<file path="src/rtl/ram_pkg.sv">
// Shared types and constants for the request/response RAM controller.
package ram_pkg;

    typedef enum logic [1:0] {
        IDLE   = 2'd0,
        WAIT   = 2'd1,
        ACCESS = 2'd2
    } state_t;

    localparam int DEF_DATA_W = 32;
    localparam int LANES      = DEF_DATA_W / 8;
    localparam int CNT_W      = 4;

    function automatic int lanes_of(input int data_w);
        return data_w / 8;
    endfunction

endpackage

</file>
<file path="src/rtl/ram_array.sv">
// Word storage: synchronous byte-lane write, combinational read.
module ram_array #(
    parameter int DATA_W = 32,
    parameter int DEPTH  = 32,
    parameter int IDX_W  = (DEPTH > 1) ? $clog2(DEPTH) : 1
) (
    input  logic                  clk,
    input  logic                  we,
    input  logic [IDX_W-1:0]      idx,
    input  logic [DATA_W-1:0]     wdata,
    input  logic [DATA_W/8-1:0]   be,
    output logic [DATA_W-1:0]     rdata
);

    logic [DATA_W-1:0] mem [DEPTH];

    always_ff @(posedge clk) begin
        if (we) begin
            for (int i = 0; i < DATA_W / 8; i++) begin
                if (be[i]) mem[idx][8*i +: 8] <= wdata[8*i +: 8];
            end
        end
    end

    assign rdata = mem[idx];

endmodule

</file>
<file path="src/rtl/ram_ctrl.sv">
// RAM controller: latches one request, waits LATENCY cycles, performs the
// access and returns a one-cycle resp with rdata/err. Out-of-range flags err.
module ram_ctrl
    import ram_pkg::*;
#(
    parameter int DATA_W  = 32,
    parameter int ADDR_W  = 32,
    parameter int DEPTH   = 32,
    parameter int LATENCY = 1
) (
    input  logic                          clk,
    input  logic                          rst_n,
    input  logic                          req,
    input  logic                          wr,
    input  logic [ADDR_W-1:0]             addr,
    input  logic [DATA_W-1:0]             wdata,
    input  logic [lanes_of(DATA_W)-1:0]   be,
    output logic                          ready,
    output logic                          resp,
    output logic [DATA_W-1:0]             rdata,
    output logic                          err,
    output state_t                        dbg_state
);

    localparam int NL    = lanes_of(DATA_W);
    localparam int IDX_W = (DEPTH > 1) ? $clog2(DEPTH) : 1;
    localparam logic [ADDR_W:0] DEPTH_X = (ADDR_W + 1)'(DEPTH);

    // Handshake: a request is taken on a rising edge where req=1 and ready=1;
    // resp pulses for exactly one cycle per taken request, with rdata/err valid.

    state_t             state_q, state_d;
    logic [CNT_W-1:0]   cnt_q, cnt_d;
    logic               wr_q;
    logic [ADDR_W-1:0]  addr_q;
    logic [DATA_W-1:0]  wdata_q;
    logic [NL-1:0]      be_q;
    logic               resp_q, err_q;
    logic [DATA_W-1:0]  rdata_q;
    logic [DATA_W-1:0]  mem_rdata;
    logic               in_range;
    logic               accept;
    logic               mem_we;

    // Full-width compare so addresses beyond DEPTH never alias into the array.
    assign in_range = ({1'b0, addr_q} < DEPTH_X);
    assign accept   = (state_q == IDLE) && req;
    assign mem_we   = rst_n && (state_q == ACCESS) && wr_q && in_range;

    always_comb begin
        state_d = state_q;
        cnt_d   = cnt_q;
        case (state_q)
            IDLE: begin
                if (req) begin
                    if (LATENCY == 0) begin
                        state_d = ACCESS;
                    end else begin
                        state_d = WAIT;
                        cnt_d   = CNT_W'(LATENCY - 1);
                    end
                end
            end
            WAIT: begin
                if (cnt_q == '0) state_d = ACCESS;
                else             cnt_d   = cnt_q - 1'b1;
            end
            ACCESS:  state_d = IDLE;
            default: state_d = IDLE;
        endcase
    end

    always_ff @(posedge clk) begin
        if (!rst_n) begin
            state_q <= IDLE;
            cnt_q   <= '0;
            resp_q  <= 1'b0;
            err_q   <= 1'b0;
            rdata_q <= '0;
        end else begin
            state_q <= state_d;
            cnt_q   <= cnt_d;
            resp_q  <= (state_q == ACCESS);
            if (state_q == ACCESS) begin
                err_q   <= !in_range;
                rdata_q <= (!wr_q && in_range) ? mem_rdata : '0;
            end
        end
    end

    always_ff @(posedge clk) begin
        if (accept) begin
            wr_q    <= wr;
            addr_q  <= addr;
            wdata_q <= wdata;
            be_q    <= be;
        end
    end

    ram_array #(
        .DATA_W (DATA_W),
        .DEPTH  (DEPTH),
        .IDX_W  (IDX_W)
    ) u_array (
        .clk   (clk),
        .we    (mem_we),
        .idx   (addr_q[IDX_W-1:0]),
        .wdata (wdata_q),
        .be    (be_q),
        .rdata (mem_rdata)
    );

    assign ready     = (state_q == IDLE);
    assign resp      = resp_q;
    assign rdata     = rdata_q;
    assign err       = resp_q & err_q;
    assign dbg_state = state_q;

endmodule

</file>
<file path="config.mk">
export PLATFORM = sky130hd
export DESIGN_NAME = ram_ctrl
export DESIGN_NICKNAME = d
export VERILOG_FILES = /design/src/rtl/ram_pkg.sv /design/src/rtl/ram_array.sv /design/src/rtl/ram_ctrl.sv
export SDC_FILE = /design/constraint.sdc
export NUM_CORES = 1
export LEC_CHECK = 0
export ABC_AREA = 1
export BUFFER_PORTS_ARGS = -buffer_cell sky130_fd_sc_hd__buf_2
export CORE_ASPECT_RATIO = 0.75
export CORE_MARGIN = 2
export CORE_UTILIZATION = 55
export CTS_CLUSTER_SIZE = 30
export DETAILED_ROUTE_END_ITERATION = 7
export PLACE_DENSITY = 0.71
export SYNTH_ARGS = -nofsm -noshare
export SYNTH_HDL_FRONTEND = slang
export SYNTH_HIERARCHICAL = 1
export SYNTH_SLANG_ARGS = --single-unit
export TNS_END_PERCENT = 30
</file>
<file path="constraint.sdc">
create_clock -name clk -period 3.4 [get_ports clk]
set_input_delay 0.17 -clock clk [delete_from_list [all_inputs] [get_ports clk]]
set_output_delay 0.17 -clock clk [all_outputs]
set_load 0.02 [all_outputs]
</file>
== Yosys cells after proc, flatten, opt, wreduce, memory -nomap -nowiden ==
Memories as Yosys holds them, arrays and structs flattened. A register that Yosys moved wholly into a read port is not among the register bits.
Index checks and enable logic that the tools add are counted.
Operators by class
  add/sub/neg operators: 1
  order comparisons: 1
  equal/unequal tests: 5
  mux-type cells: 20
  bitwise logic cells: 1
  reduce and logical (&&, ||, !) cells: 12
Operators with widths (count)
  32-bit by 6-bit < comparator with 1-bit output (second input constant): 1
  32-bit two-way mux: 1
  1-bit two-way mux: 12
  4-bit two-way mux: 2
  4-bit case mux with 2 select lines: 1
  2-bit != test (second input constant): 3
  1-bit logical AND: 5
  5-bit two-way mux: 1
  4-bit logical NOT: 1
  2-bit two-way mux: 2
  2-bit case mux with 2 select lines: 1
  4-bit by 1-bit subtractor with 4-bit output (second input constant): 1
  3-bit AND reduction: 1
  2-bit by 1-bit equality test with 1-bit output (second input constant): 1
  2-bit equality test (second input constant): 1
  1-bit logical NOT: 2
  2-bit logical NOT: 1
  2-bit AND reduction: 1
  2-bit nonzero test: 1
  1-bit bitwise AND: 1
Storage, ports and cells
  register bits after elaboration: 109
  memory bits (writable): 1024
  input port bits: 72
  memories: 1
Memory list
  u_array.mem: words 32, bits a word 32, read ports 1, clocked after Yosys merged registers in 1, wr ports 1, line ram_array.sv:15  | logic [DATA_W-1:0] mem [DEPTH];

== Logic depth before layout (Yosys ltp) ==
  depth in word-level cells: 6
  depth in mapped cells: 15
  gate-level depth less buffers: 13

== Cells and area by module ==
The synthesis kept the hierarchy.
By module, submodules not included
  ram_array: times used 1, cells an instance 4199, area each 42941.2 um^2, seq. area each 30749.5 um^2
  ram_ctrl: times used 1, cells an instance 352, area each 3947.5 um^2, seq. area each 2872.8 um^2

== Worst setup path before layout ==
OpenSTA, ideal clock, no wires.
  kind: flip-flop to flip-flop
  start: register state_q[0] (netlist: dbg_state[0])
  end: register addr_q[0] (enable)
  library setup time: 423 ps
  data arrival time: 2269 ps
  path slack: 708 ps
  stages on the path, launching flop included: 4
  path buffers: 0
  period minus slack after synthesis: 2692 ps
  cell sequence: dfxtp_1 > nor2_1 > nand2_1 > inv_1
Between the ends
  word-level cells in the longest chain between the ends: 2
RTL lines
  start: declaration: line ram_ctrl.sv:32  | state_t state_q, state_d;
  start signal: assignment: line ram_ctrl.sv:81  | state_q <= state_d;
  2-bit logical NOT
  net ready: line ram_ctrl.sv:18  | output logic ready,
  1-bit logical AND: line ram_ctrl.sv:47  | assign accept = (state_q == IDLE) && req;
  net accept: line ram_ctrl.sv:42  | logic accept;
  end signal: assignment: line ram_ctrl.sv:94  | addr_q <= addr;
  end: declaration: line ram_ctrl.sv:35  | logic [ADDR_W-1:0] addr_q;
The timed path passes the listed nets, and every way through them passes these cells.
A chain may end at the register's enable or synchronous reset.

== Worst setup path in the final report ==
  start: register addr_q[3]
  end: memory u_array.mem[25][11] (enable)
Between the ends
  word-level cells in the longest chain between the ends: 4
RTL lines
  32-bit by 6-bit < comparator with 1-bit output: line ram_ctrl.sv:46  | assign in_range = ({1'b0, addr_q} < DEPTH_X);
  1-bit logical AND: line ram_ctrl.sv:48  | assign mem_we = rst_n && (state_q == ACCESS) && wr_q && in_range;
  1-bit two-way mux: line ram_array.sv:18  | if (we) begin
  1-bit two-way mux (not written as such): line ram_array.sv:20  | if (be[i]) mem[idx][8*i +: 8] <= wdata[8*i +: 8];
  end: declaration: line ram_array.sv:15
Several ways; a longest one is shown, not always the timed one.

==> reports/metrics.cfg <==
[power_and_ir_drop]
power-per-cell-area_nw_per_um2=544
max-vdd-ir-drop_v=0.000430
power_leakage_uw=0.0223

[detailed_routing]
drt_wl_total_um=125000
drcViolationCount=0
routed_via_density=5.38
num_vias=32600
dr.pass1.iters=6
drt-initial-drc-count=4348
ant_nets=0
wl_per_cell_um=20.7

[global_route]
grt_overflow=0
grt_util_met3_pct=6.61
grt_pass1_wl_um=187000
grt_pass1_vias=30800
use_met2_pct=41.8
antenna_found_initial=6
track_usage_pct=28.5
grt_max_degree=155
use_met1_pct=42.8
top_usage_layer=met1

[die]
io_pins=109
die_y_um=257
core_um2=84300
rows=92
start_util_pct=55.6
die_w_um=341
fp.dieArea_um2=87600

[place]
port_buffers=108
place.gp.congestion=0.862
dp_hpwl_um=74400

[clocking]
clock-sinks=1133
ctsResizeCount=0
numCtsBuffers=105
cts_buffer_depth=3
clock-root-buffer=clkbuf_16
insertion_delay_ns=0.69
hold_buffers=71
cts_tree=done
path_clk_slew_ns=0.06
h-tree-depth=3
post-cts-setup-buffer-count=0

[setup_path]
critPathKind=register to register
end_kind=register
worstPathCellList=inv_4, nor3_4, buf_4, nand2_1, nor2_1, buf_4
crit_slowest_cell=edfxtp_1
cp_common_cell=buf_4
r2r_slack_ns=0.64
critPathMaxFanout=36
cp.arrival_ns=3.13
critPathMaxStageDelay_ns=0.63
worstPathRequired_ns=3.77
cp-start-kind=register

[yosys]
syn_area_um2=46900
synth_cell_types=24
yosysSeqAreaShare_pct=71.7
yosysWarnings=6
ys_ff_latch=1133
syn_area_per_cell_um2=10.3
syn-num-nets=4625
postSynthCellCount=4551

[final_layout]
synthToLayoutAreaGrowth_pct=14.5
layout.nets=4908
final_layout_size_suffix_gt1_share_pct=10.2

[timing]
timing.setup.tns_ns=0
tightest_slew_ns=1.24
fin_crit_ns=2.76
fmax_mhz=362
drv_slew=0
hold_viol=0
finalSetupViolations=0
slew_headroom_pct=17.2
rsz0062_at_grt=false
finClkSkew_ns=0.0237
finalCritPeriodShare_pct=81.2
worst_hold_slack_ns=0.193

[run]
cap_violations=0

[hold_path]
min_path_type=primary input to register

[outcome]
status=complete, no violations

-- worst paths after layout --
path	to	cells after the start	start
min	wdata_q[31]	2	wdata[31]
min reg2reg	rdata[26]	2	rdata[26]
max	u_array/mem[25][11]	6	addr_q[3]
max reg2reg	u_array/mem[25][11]	6	addr_q[3]
-- metrics by stage --
step                utilization, %  setup WS, ns  total power (uW)  area, um^2  cells
global route                  63.7         0.540             30000       53700   6047
CTS                           63.7         0.725             29300       53700   6047
global placement              59.0         0.796             18200       49700   5784
detailed placement            59.0         0.754             18200       49700   5784
finish                        63.7         0.639             29200       53700   6050
floorplan                        -         0.708             17300       46900   4551
-- sequential cells by signal (all words and copies together) (netlist names) --
name / flops
dbg_state: 2
resp: 1
addr_q: 32
wr_q: 1
rdata: 32
cnt_q: 4
err_q: 1
u_array/mem: 1024
wdata_q: 32
be_q: 4
-- area by class of cell --
class	count	area (um^2)
well taps	1128	1410
multi-input cells	3144	12000
clock buffers	141	2900
diodes	3	7.51
flip-flops and latches	1133	33600
repair buffers	400	3160
fillers	6550	30600
inverters	50	210
clock inverters	51	337
-- where the power goes --
| group | switching, uW | internal, uW | total (uW) |
|---|---|---|---|
| clock | 5020 | 6180 | 11200 |
| sequential | 89.0 | 15500 | 15600 |
| combinational | 1790 | 632 | 2430 |
-- Yosys cell counts, drive strengths merged --
library cell	instances	share of area [%]
o21ai	1	0.011
dfxtp	40	1.7
and3	1	0.013
inv	47	0.39
clkinv	3	0.024
nor3	11	0.31
edfxtp	1093	70
clkbuf	96	0.77
buf	128	1.4
o31ai	1	0.016
nor2	251	2.1
nand2	2807	22
ha	2	0.053
nand3	34	0.36
a21oi	35	0.37
xor2	1	0.019
-- cells by family after synthesis --
kind of cell	Yosys count	share of synthesized area, %
adder cells (fa/ha/maj)	2	0.0534
AO/OA/AOI/OAI	37	0.400
AND/OR/NAND/NOR	3104	25.2
flip-flops	1133	71.7
XOR/XNOR	1	0.0187
buffers and inverters	274	2.61
-- routing by layer --
layer  wire length [um]  share of wire, %
met1              52500                42
met2              54300                43
met3              14700                12
met4               3600               2.9
met5                 28             0.022
-- critical path: cells and delay by family, from the launching register on --
kind / cells / cell delay, ns
flip-flops: 1 / 0.63
AND/OR/NAND/NOR: 3 / 0.97
buffers and inverters: 3 / 0.83
-- cells in the final DEF (no fill, tap or decap), types with 7 or more instances in the layout --
cell type | synthesis | layout
a21oi_1 | 35 | 35
clkbuf_16 | 0 | 108
buf_2 | 109 | 108
edfxtp_1 | 1093 | 1093
clkbuf_1 | 96 | 26
dfxtp_1 | 40 | 40
nand3_1 | 34 | 34
nand2_1 | 2807 | 2807
clkinv_2 | 0 | 27
nor3_4 | 8 | 8
inv_1 | 41 | 40
clkbuf_8 | 0 | 7
buf_4 | 8 | 201
dlygate4sd3_1 | 0 | 71
buf_12 | 0 | 20
clkinv_1 | 3 | 17
nor2_1 | 246 | 246
Note: power is estimated with default switching activity, not from simulation.
